### config.mk
export PLATFORM = sky130hd
export DESIGN_NAME = ddr_app_rw_sched
export DESIGN_NICKNAME = d
export VERILOG_FILES = /design/src/rtl/ddr_app_rw_sched.sv
export SDC_FILE = /design/constraint.sdc
export NUM_CORES = 1
export LEC_CHECK = 0
export BUFFER_PORTS_ARGS = -buffer_cell sky130_fd_sc_hd__buf_2
export CAP_MARGIN = 20
export CORE_MARGIN = 2
export CORE_UTILIZATION = 43
export CTS_CLUSTER_DIAMETER = 150
export DETAILED_ROUTE_END_ITERATION = 10
export GPL_TIMING_DRIVEN = 0
export HOLD_SLACK_MARGIN = 0.08
export PLACE_DENSITY = 0.76
export SYNTH_ARGS = -nofsm -noshare
export SYNTH_HDL_FRONTEND = slang
export SYNTH_SLANG_ARGS = --single-unit
### constraint.sdc
create_clock -name app_clk -period 1.66 [get_ports app_clk]
set_input_delay 0.332 -clock app_clk [delete_from_list [all_inputs] [get_ports app_clk]]
set_output_delay 0.332 -clock app_clk [all_outputs]
set_load 0.005 [all_outputs]
### src/rtl/ddr_app_rw_sched.sv
// ddr_app_rw_sched: shares one DDR application port (separate write and read
// channels) between clients c0 and c1. Each grant runs one fixed-length burst;
// simultaneous requests alternate round-robin.
// Optional feature macro: DDR_SCHED_RD_TIMEOUT_EN (abort a read burst after
// RD_TIMEOUT idle cycles and raise the sticky rd_timeout_err flag).
module ddr_app_rw_sched #(
  parameter int unsigned BURST_LEN  = 32,
  parameter int unsigned ADDR_WIDTH = 30,
  parameter int unsigned DATA_WIDTH = 32,
  parameter int unsigned RD_TIMEOUT = 1024
) (
  input  logic                  app_clk,
  input  logic                  rst_n,
  input  logic                  c0_req,
  input  logic                  c0_wr,
  input  logic [ADDR_WIDTH-1:0] c0_addr,
  output logic                  c0_gnt,
  output logic                  c0_wdata_req,
  input  logic [DATA_WIDTH-1:0] c0_wdata,
  output logic [DATA_WIDTH-1:0] c0_rdata,
  output logic                  c0_rdata_valid,
  output logic                  c0_done,
  input  logic                  c1_req,
  input  logic                  c1_wr,
  input  logic [ADDR_WIDTH-1:0] c1_addr,
  output logic                  c1_gnt,
  output logic                  c1_wdata_req,
  input  logic [DATA_WIDTH-1:0] c1_wdata,
  output logic [DATA_WIDTH-1:0] c1_rdata,
  output logic                  c1_rdata_valid,
  output logic                  c1_done,
  output logic [ADDR_WIDTH-1:0] app_addr_wr,
  output logic                  app_addr_wr_valid,
  output logic [DATA_WIDTH-1:0] app_data_wr,
  output logic                  app_data_wr_valid,
  output logic [ADDR_WIDTH-1:0] app_addr_rd,
  output logic                  app_addr_rd_valid,
  input  logic [DATA_WIDTH-1:0] app_data_rd,
  input  logic                  app_data_rd_valid,
  output logic                  busy,
  output logic                  rd_timeout_err
);

  if (BURST_LEN < 2 || BURST_LEN > 255) begin : g_bad_burst_len
    $error("ddr_app_rw_sched: BURST_LEN must be 2..255");
  end
  if (RD_TIMEOUT < 1) begin : g_bad_rd_timeout
    $error("ddr_app_rw_sched: RD_TIMEOUT must be at least 1");
  end

  typedef enum logic [2:0] {IDLE, WDATA, WADDR, RADDR, RDATA, DONE} state_t;

  state_t                  state, state_nxt;
  logic [7:0]              beat_cnt;
  logic [ADDR_WIDTH-1:0]   addr_q;
  // last_gnt doubles as the owner of the burst in flight: it is written with
  // the winner on every grant and only read for arbitration while IDLE.
  logic                    last_gnt;
  logic                    req_any;
  logic                    win;
  logic                    last_beat;
  logic                    rd_beat;
  logic                    rd_tmo;
  logic [DATA_WIDTH-1:0]   wdata_sel;

  assign req_any   = c0_req | c1_req;
  assign win       = (c0_req & c1_req) ? ~last_gnt : c1_req;
  assign last_beat = (beat_cnt == 8'(BURST_LEN - 1));
  assign rd_beat   = (state == RDATA) & app_data_rd_valid;
  assign wdata_sel = last_gnt ? c1_wdata : c0_wdata;

  assign busy         = (state != IDLE);
  assign c0_wdata_req = (state == WDATA) & ~last_gnt;
  assign c1_wdata_req = (state == WDATA) & last_gnt;

`ifdef DDR_SCHED_RD_TIMEOUT_EN
  localparam int unsigned TW = $clog2(RD_TIMEOUT + 1);
  logic [TW-1:0] idle_cnt;

  assign rd_tmo = (state == RDATA) & ~app_data_rd_valid & (idle_cnt == TW'(RD_TIMEOUT - 1));

  // Read idle counter: restarts on every returned beat and outside RDATA
  always_ff @(posedge app_clk or negedge rst_n) begin
    if (!rst_n) begin
      idle_cnt       <= '0;
      rd_timeout_err <= 1'b0;
    end else begin
      if (state != RDATA || app_data_rd_valid) idle_cnt <= '0;
      else                                     idle_cnt <= idle_cnt + 1'b1;
      if (rd_tmo) rd_timeout_err <= 1'b1;
    end
  end
`else
  assign rd_tmo         = 1'b0;
  assign rd_timeout_err = 1'b0;
`endif

  // State register
  always_ff @(posedge app_clk or negedge rst_n) begin
    if (!rst_n) state <= IDLE;
    else        state <= state_nxt;
  end

  // Next-state logic
  always_comb begin
    state_nxt = state;
    case (state)
      IDLE:    if (req_any) state_nxt = (win ? c1_wr : c0_wr) ? WDATA : RADDR;
      WDATA:   if (last_beat) state_nxt = WADDR;
      WADDR:   state_nxt = DONE;
      RADDR:   state_nxt = RDATA;
      RDATA: begin
        if (rd_beat && last_beat) state_nxt = DONE;
        else if (rd_tmo)          state_nxt = IDLE;
      end
      DONE:    state_nxt = IDLE;
      default: state_nxt = IDLE;
    endcase
  end

  // Registered datapath: grant/done pulses, app strobes, beat counting
  always_ff @(posedge app_clk or negedge rst_n) begin
    if (!rst_n) begin
      beat_cnt          <= '0;
      addr_q            <= '0;
      last_gnt          <= 1'b1;
      c0_gnt            <= 1'b0;
      c1_gnt            <= 1'b0;
      c0_done           <= 1'b0;
      c1_done           <= 1'b0;
      c0_rdata          <= '0;
      c0_rdata_valid    <= 1'b0;
      c1_rdata          <= '0;
      c1_rdata_valid    <= 1'b0;
      app_addr_wr       <= '0;
      app_addr_wr_valid <= 1'b0;
      app_data_wr       <= '0;
      app_data_wr_valid <= 1'b0;
      app_addr_rd       <= '0;
      app_addr_rd_valid <= 1'b0;
    end else begin
      c0_gnt            <= 1'b0;
      c1_gnt            <= 1'b0;
      c0_done           <= 1'b0;
      c1_done           <= 1'b0;
      app_addr_wr_valid <= 1'b0;
      app_addr_rd_valid <= 1'b0;
      app_data_wr_valid <= (state == WDATA);
      app_data_wr       <= (state == WDATA) ? wdata_sel : '0;
      c0_rdata_valid    <= rd_beat & ~last_gnt;
      c0_rdata          <= (rd_beat & ~last_gnt) ? app_data_rd : '0;
      c1_rdata_valid    <= rd_beat & last_gnt;
      c1_rdata          <= (rd_beat & last_gnt) ? app_data_rd : '0;
      case (state)
        IDLE: begin
          if (req_any) begin
            last_gnt <= win;
            addr_q   <= win ? c1_addr : c0_addr;
            c0_gnt   <= ~win;
            c1_gnt   <= win;
            beat_cnt <= '0;
          end
        end
        WDATA: beat_cnt <= last_beat ? '0 : beat_cnt + 1'b1;
        WADDR: begin
          app_addr_wr       <= addr_q;
          app_addr_wr_valid <= 1'b1;
        end
        RADDR: begin
          app_addr_rd       <= addr_q;
          app_addr_rd_valid <= 1'b1;
        end
        RDATA: begin
          if (rd_beat) beat_cnt <= last_beat ? '0 : beat_cnt + 1'b1;
          if (rd_tmo) begin
            beat_cnt <= '0;
            c0_done  <= ~last_gnt;
            c1_done  <= last_gnt;
          end
        end
        DONE: begin
          c0_done <= ~last_gnt;
          c1_done <= last_gnt;
        end
        default: ;
      endcase
    end
  end

endmodule

== Yosys cells after proc, flatten, opt, wreduce, memory -nomap -nowiden ==
Cells that the tools add are included.
W data, S select, Z words.
Word-level totals
  bits in registers: 207
  bits of input ports: 163
  output and inout port bits: 169
  logic and storage cells: 69
Operators by class
  $add $sub $neg: 1
  eq/ne operators: 10
  multiplexer cells: 24
  bitwise logic cells: 9
  reduce and logical (&&, ||, !) cells: 7
Operators by type and width (count)
  $mux W32: 4
  $mux W30: 1
  $mux W8: 3
  $pmux W8 S3: 1
  $pmux W3 S5: 1
  $mux W1: 10
  $mux W3: 3
  $add A8 B1 Y8 const B: 1
  $eq A8 B5 Y1 const B: 1
  $and A1 B1 Y1: 6
  $eq A3 B2 Y1 const B: 2
  $eq A3 B3 Y1 const B: 2
  $ne A2 B2 Y1 const B: 3
  $reduce_and A3 Y1: 2
  $reduce_bool A3 Y1: 2
  $eq A3 B1 Y1 const B: 1
  $logic_not A3 Y1: 1
  $mux W2: 1
  $ne A2 B1 Y1 const B: 1
  $not A1 Y1: 2
  $reduce_and A2 Y1: 1
  $logic_and A1 B1 Y1: 1
  $or A1 B1 Y1: 1

== Longest topological paths before layout ==
  word-level depth: 6
  mapped depth: 6
  mapped depth without buffers: 5

== Worst setup path after synthesis ==
OpenSTA, ideal clock, no wires.
  path type: reg2reg
  start point: register last_gnt
  end point: register addr_q[0]
  library setup time: 126 ps
  arrival: 1510 ps
  data required time: 1534 ps
  setup slack: 24 ps
  cell stages (with the launch flop): 7
  path buffers: 2
  clock period less this slack: 1636 ps
  cells stage by stage: dfstp_2 > buf_4 > inv_2 > o21ai_0 > nor2_1 > buf_2 > a221o_1
On the way
  word-level cells in the longest chain between the ends: 3
Ends and longest elaborated chain
  start, declared: RTL line 58  | logic last_gnt;
  start signal, assigned: RTL line 157  | last_gnt <= win;
  $not A1 Y1: RTL line 67  | assign win = (c0_req & c1_req) ? ~last_gnt : c1_req;
  $mux W1: RTL line 67
  $mux W30: RTL line 158  | addr_q <= win ? c1_addr : c0_addr;
  end signal, assigned: RTL line 158
  end, declared: RTL line 55  | logic [ADDR_WIDTH-1:0] addr_q;
Every way passes these cells.
A chain may end at the register's enable or synchronous reset.

== Worst setup path in the final report ==
  start point: register state[2]
  end point: output port busy
On the way
  word-level cells in the longest chain between the ends: 1
Ends and longest elaborated chain
  start, declared: RTL line 53  | state_t state, state_nxt;
  start signal, assigned: RTL line 101  | else state <= state_nxt;
  $reduce_bool A3 Y1: RTL line 72  | assign busy = (state != IDLE);
  end, declared: RTL line 40  | output logic busy,
Every way passes these cells.

==> flow_metrics.env <==
export IMPL_clk_latency_ps=500
export IMPL_setup_viol=67
export IMPL_cp_cell_sequence="buf_6 > or3_4 > buf_6"
export IMPL_critPathMostFrequentCell="buf_6"
export IMPL_synth_largest_area_cell="dfrtp_1"
export IMPL_critPathMaxStageDelay_ps=400
export IMPL_violations="negative setup slack"
export IMPL_pin_count=332
export IMPL_fin_crit_sh_pct=113.3
export IMPL_arrival_ps=1550
export IMPL_grt_pass1_wl_mm=38.68
export IMPL_setup_ws_ps=-220.6
export IMPL_clkTransAtPathRegs_ps=60
export IMPL_hold_viol=0
export IMPL_place_gp_congestion=0.8214
export IMPL_yosys_warnings=0
export IMPL_power_density_nw_per_um2=1564
export IMPL_numCtsBuffers=23
export IMPL_start_util_pct=43.98
export IMPL_critPathBufInv=2
export IMPL_synth_edff_count=0
export IMPL_path_class="reg2out"
export IMPL_p_total_uw=19630
export IMPL_crit_fanout=4
export IMPL_fp_dieW_um=139.8
export IMPL_antenna_found_initial=5
export IMPL_core_area_um2=18020
export IMPL_vias=6930
export IMPL_wire_per_inst_um=18.40
export IMPL_fin_tns_setup_ps=-8106
export IMPL_final_util_pct=69.64
export IMPL_maxCapViolCount=0
export IMPL_die_area_um2=19540
export IMPL_syn_to_final_growth_pct=58.35
export IMPL_status="finished with violations"
export IMPL_drt_total_wl_mm=25.59
export IMPL_layout_nets=1305
export IMPL_syn_inst=632
export IMPL_antenna_left=0
export IMPL_slew_violations=0
export IMPL_seq_area_frac_synth_pct=65.36
export IMPL_root_buffer="clkbuf_16"
export IMPL_min_period_ps=1881
export IMPL_via_per_inst=4.982
export IMPL_worst_slew_pin_slew_ps=752.1
export IMPL_slew_headroom_pct=49.86
export IMPL_cp_start_kind="flop"
export IMPL_slowest_stage="dfrtp_1"
export IMPL_cts_tree="yes"
export IMPL_grt_util_all_layers_pct=24.83
export IMPL_hp_class="in2reg"
export IMPL_synth_top_cells_by_count="dfrtp_1, nand2_1, and2_1"
export IMPL_synth_main_ff_cell="dfrtp_1"
export IMPL_synth_top_area_share_pct=65.03
export IMPL_cp_end_kind="output port"
export IMPL_ir_drop_mv=1.477
export IMPL_synth_seq_cells=207
export IMPL_first_iter_violations=339
export IMPL_firstDrtPassIters=7
export IMPL_grt_pass1_vias=7407
export IMPL_p_leak_uw=0.006754
export IMPL_async_reset_ff_share_pct=100.0
export IMPL_htreeDepth=1
export IMPL_synth_cell_types=47
export IMPL_hpwl_mm=15.34
export IMPL_drive_above_1_share_pct=43.73
export IMPL_synth_area_leaders="dfrtp_1, and2_1, nand2_1"
export IMPL_dieHeight_um=139.8
export IMPL_yosysMostFrequentCell="dfrtp_1"
export IMPL_critical_path_top_delay_family="flip-flops"
export IMPL_max_freq_mhz=531.7
export IMPL_synth_area_um2=7928
export IMPL_rsz0062_at_grt="true"
export IMPL_grt_remaining_overflow=0
export IMPL_route_detailed_drc=0
export IMPL_crit_required_ps=1330
export IMPL_hold_slack_ps=82.86
export IMPL_preCtsSetupSlack_ps=-419.3
export IMPL_postSynthAreaPerCell_um2=12.54
export IMPL_cts_buffer_depth=3
export IMPL_mappedNetlistNets=796
export IMPL_cts_sinks=207
export IMPL_rows=49
export IMPL_port_buffers=330
export IMPL_grt_max_degree=111
export IMPL_fin_skew_ps=12.28
[path summary, 6_finish.rpt]
| check | from | endpoint | slack (ps) | cells after the start |
|---|---|---|---|---|
| max reg2reg | state[2] | addr_q[3] | -220 | 8 |
| min in group asynchronous | rst_n | app_addr_rd[0] | 430 | 2 |
| max | state[2] | busy | -220 | 3 |
| min reg2reg | addr_q[14] | app_addr_rd[14] | 480 | 2 |
| min | app_data_rd[11] | c0_rdata[11] | 80 | 2 |
| max in group asynchronous | rst_n | state[1] | 230 | 3 |
[kinds of logic (layout without fill, tap and decap cells)]
kind of cell | Yosys count | count (layout) | synth area share, %
AOI/OAI and AO/OA | 55 | 55 | 6.045
xor gates and xnor gates | 1 | 1 | 0.1105
adders and majority gates | 1 | 1 | 0.1578
buffers and inverters | 45 | 569 | 3.062
DFF | 207 | 207 | 65.36
muxes | 63 | 63 | 8.428
other | 1 | 6 | 0.04730
and+or+nand+nor | 259 | 260 | 16.79
[layer usage]
| metal | part of all wire (%) | up-vias | wire, um | GRT usage, % |
|---|---|---|---|---|
| met5 | 0 | - | 0 | 0 |
| met4 | 4.2 | 0 | 1086 | 10.63 |
| met3 | 7.3 | 82 | 1871 | 6.332 |
| met2 | 50 | 308 | 12810 | 42.54 |
| met1 | 38 | 3379 | 9824 | 29.78 |
| li1 | - | 3161 | - | - |
[sequential cells by signal, indices dropped and copies added, names as in the netlist, 3 cells and up]
| register | flops |
|---|---|
| app_data_wr | 32 |
| c0_rdata | 32 |
| c1_rdata | 32 |
| addr_q | 30 |
| app_addr_rd | 30 |
| app_addr_wr | 30 |
| beat_cnt | 8 |
| state | 3 |
[what timing repair did]
item                                   in CTS  in global routing
setup endpoints to repair                 187                161
endpoints found under the hold margin     208                  1
gates cloned                                3                  5
gates resized for setup                    56                 68
setup buffers                              13                 24
pin swaps                                   8                 25
hold buffers                              116                  1
[stage by stage]
stage               std cells  instance area [um^2]
finish                   1391                 12550
global route             1391                 12550
CTS                      1364                 12220
detailed placement       1192                  9903
global placement         1191                  9866
floorplan                 632                  7928
[layout by cell type (no fill, tap or decap), types with 3 or more instances in the layout]
cell type and n:
inv_1 4, buf_4 28, or3_1 3, and2_1 64, nand2_1 93, mux2_2 30
clkinv_2 7, dlygate4sd3_1 116, clkbuf_16 24, a221o_1 30, bufinv_16 3, buf_8 6
nor2b_1 29, dfrtp_1 205, nor2_4 3, nor2b_2 3, buf_6 25, clkbuf_4 3
and3_1 3, buf_2 333, o21ai_0 8, buf_12 4, mux2i_1 33, a22oi_1 3
diode_2 5, clkbuf_8 4, nand2b_1 3, nor2_1 34
[layout make-up]
type,count,area (um^2)
Clock inverter,13,152.6
Multi-Input combinational cell,381,2646
Fill cell,1233,5472
Sequential cell,207,5182
Antenna cell,5,12.51
Clock buffer,28,634.4
Tap cell,229,286.5
Inverter,7,32.53
Buffer,33,329.1
Timing Repair Buffer,488,3277
[power by group]
group	switching, uW	internal (uW)	leakage [uW]
Combinational	3380	3710	0.00362
Sequential	759	6500	0.00274
Clock	2090	3200	0.000393
Total	6230	13400	0.00675
Note: power is estimated with default switching activity, not from simulation.
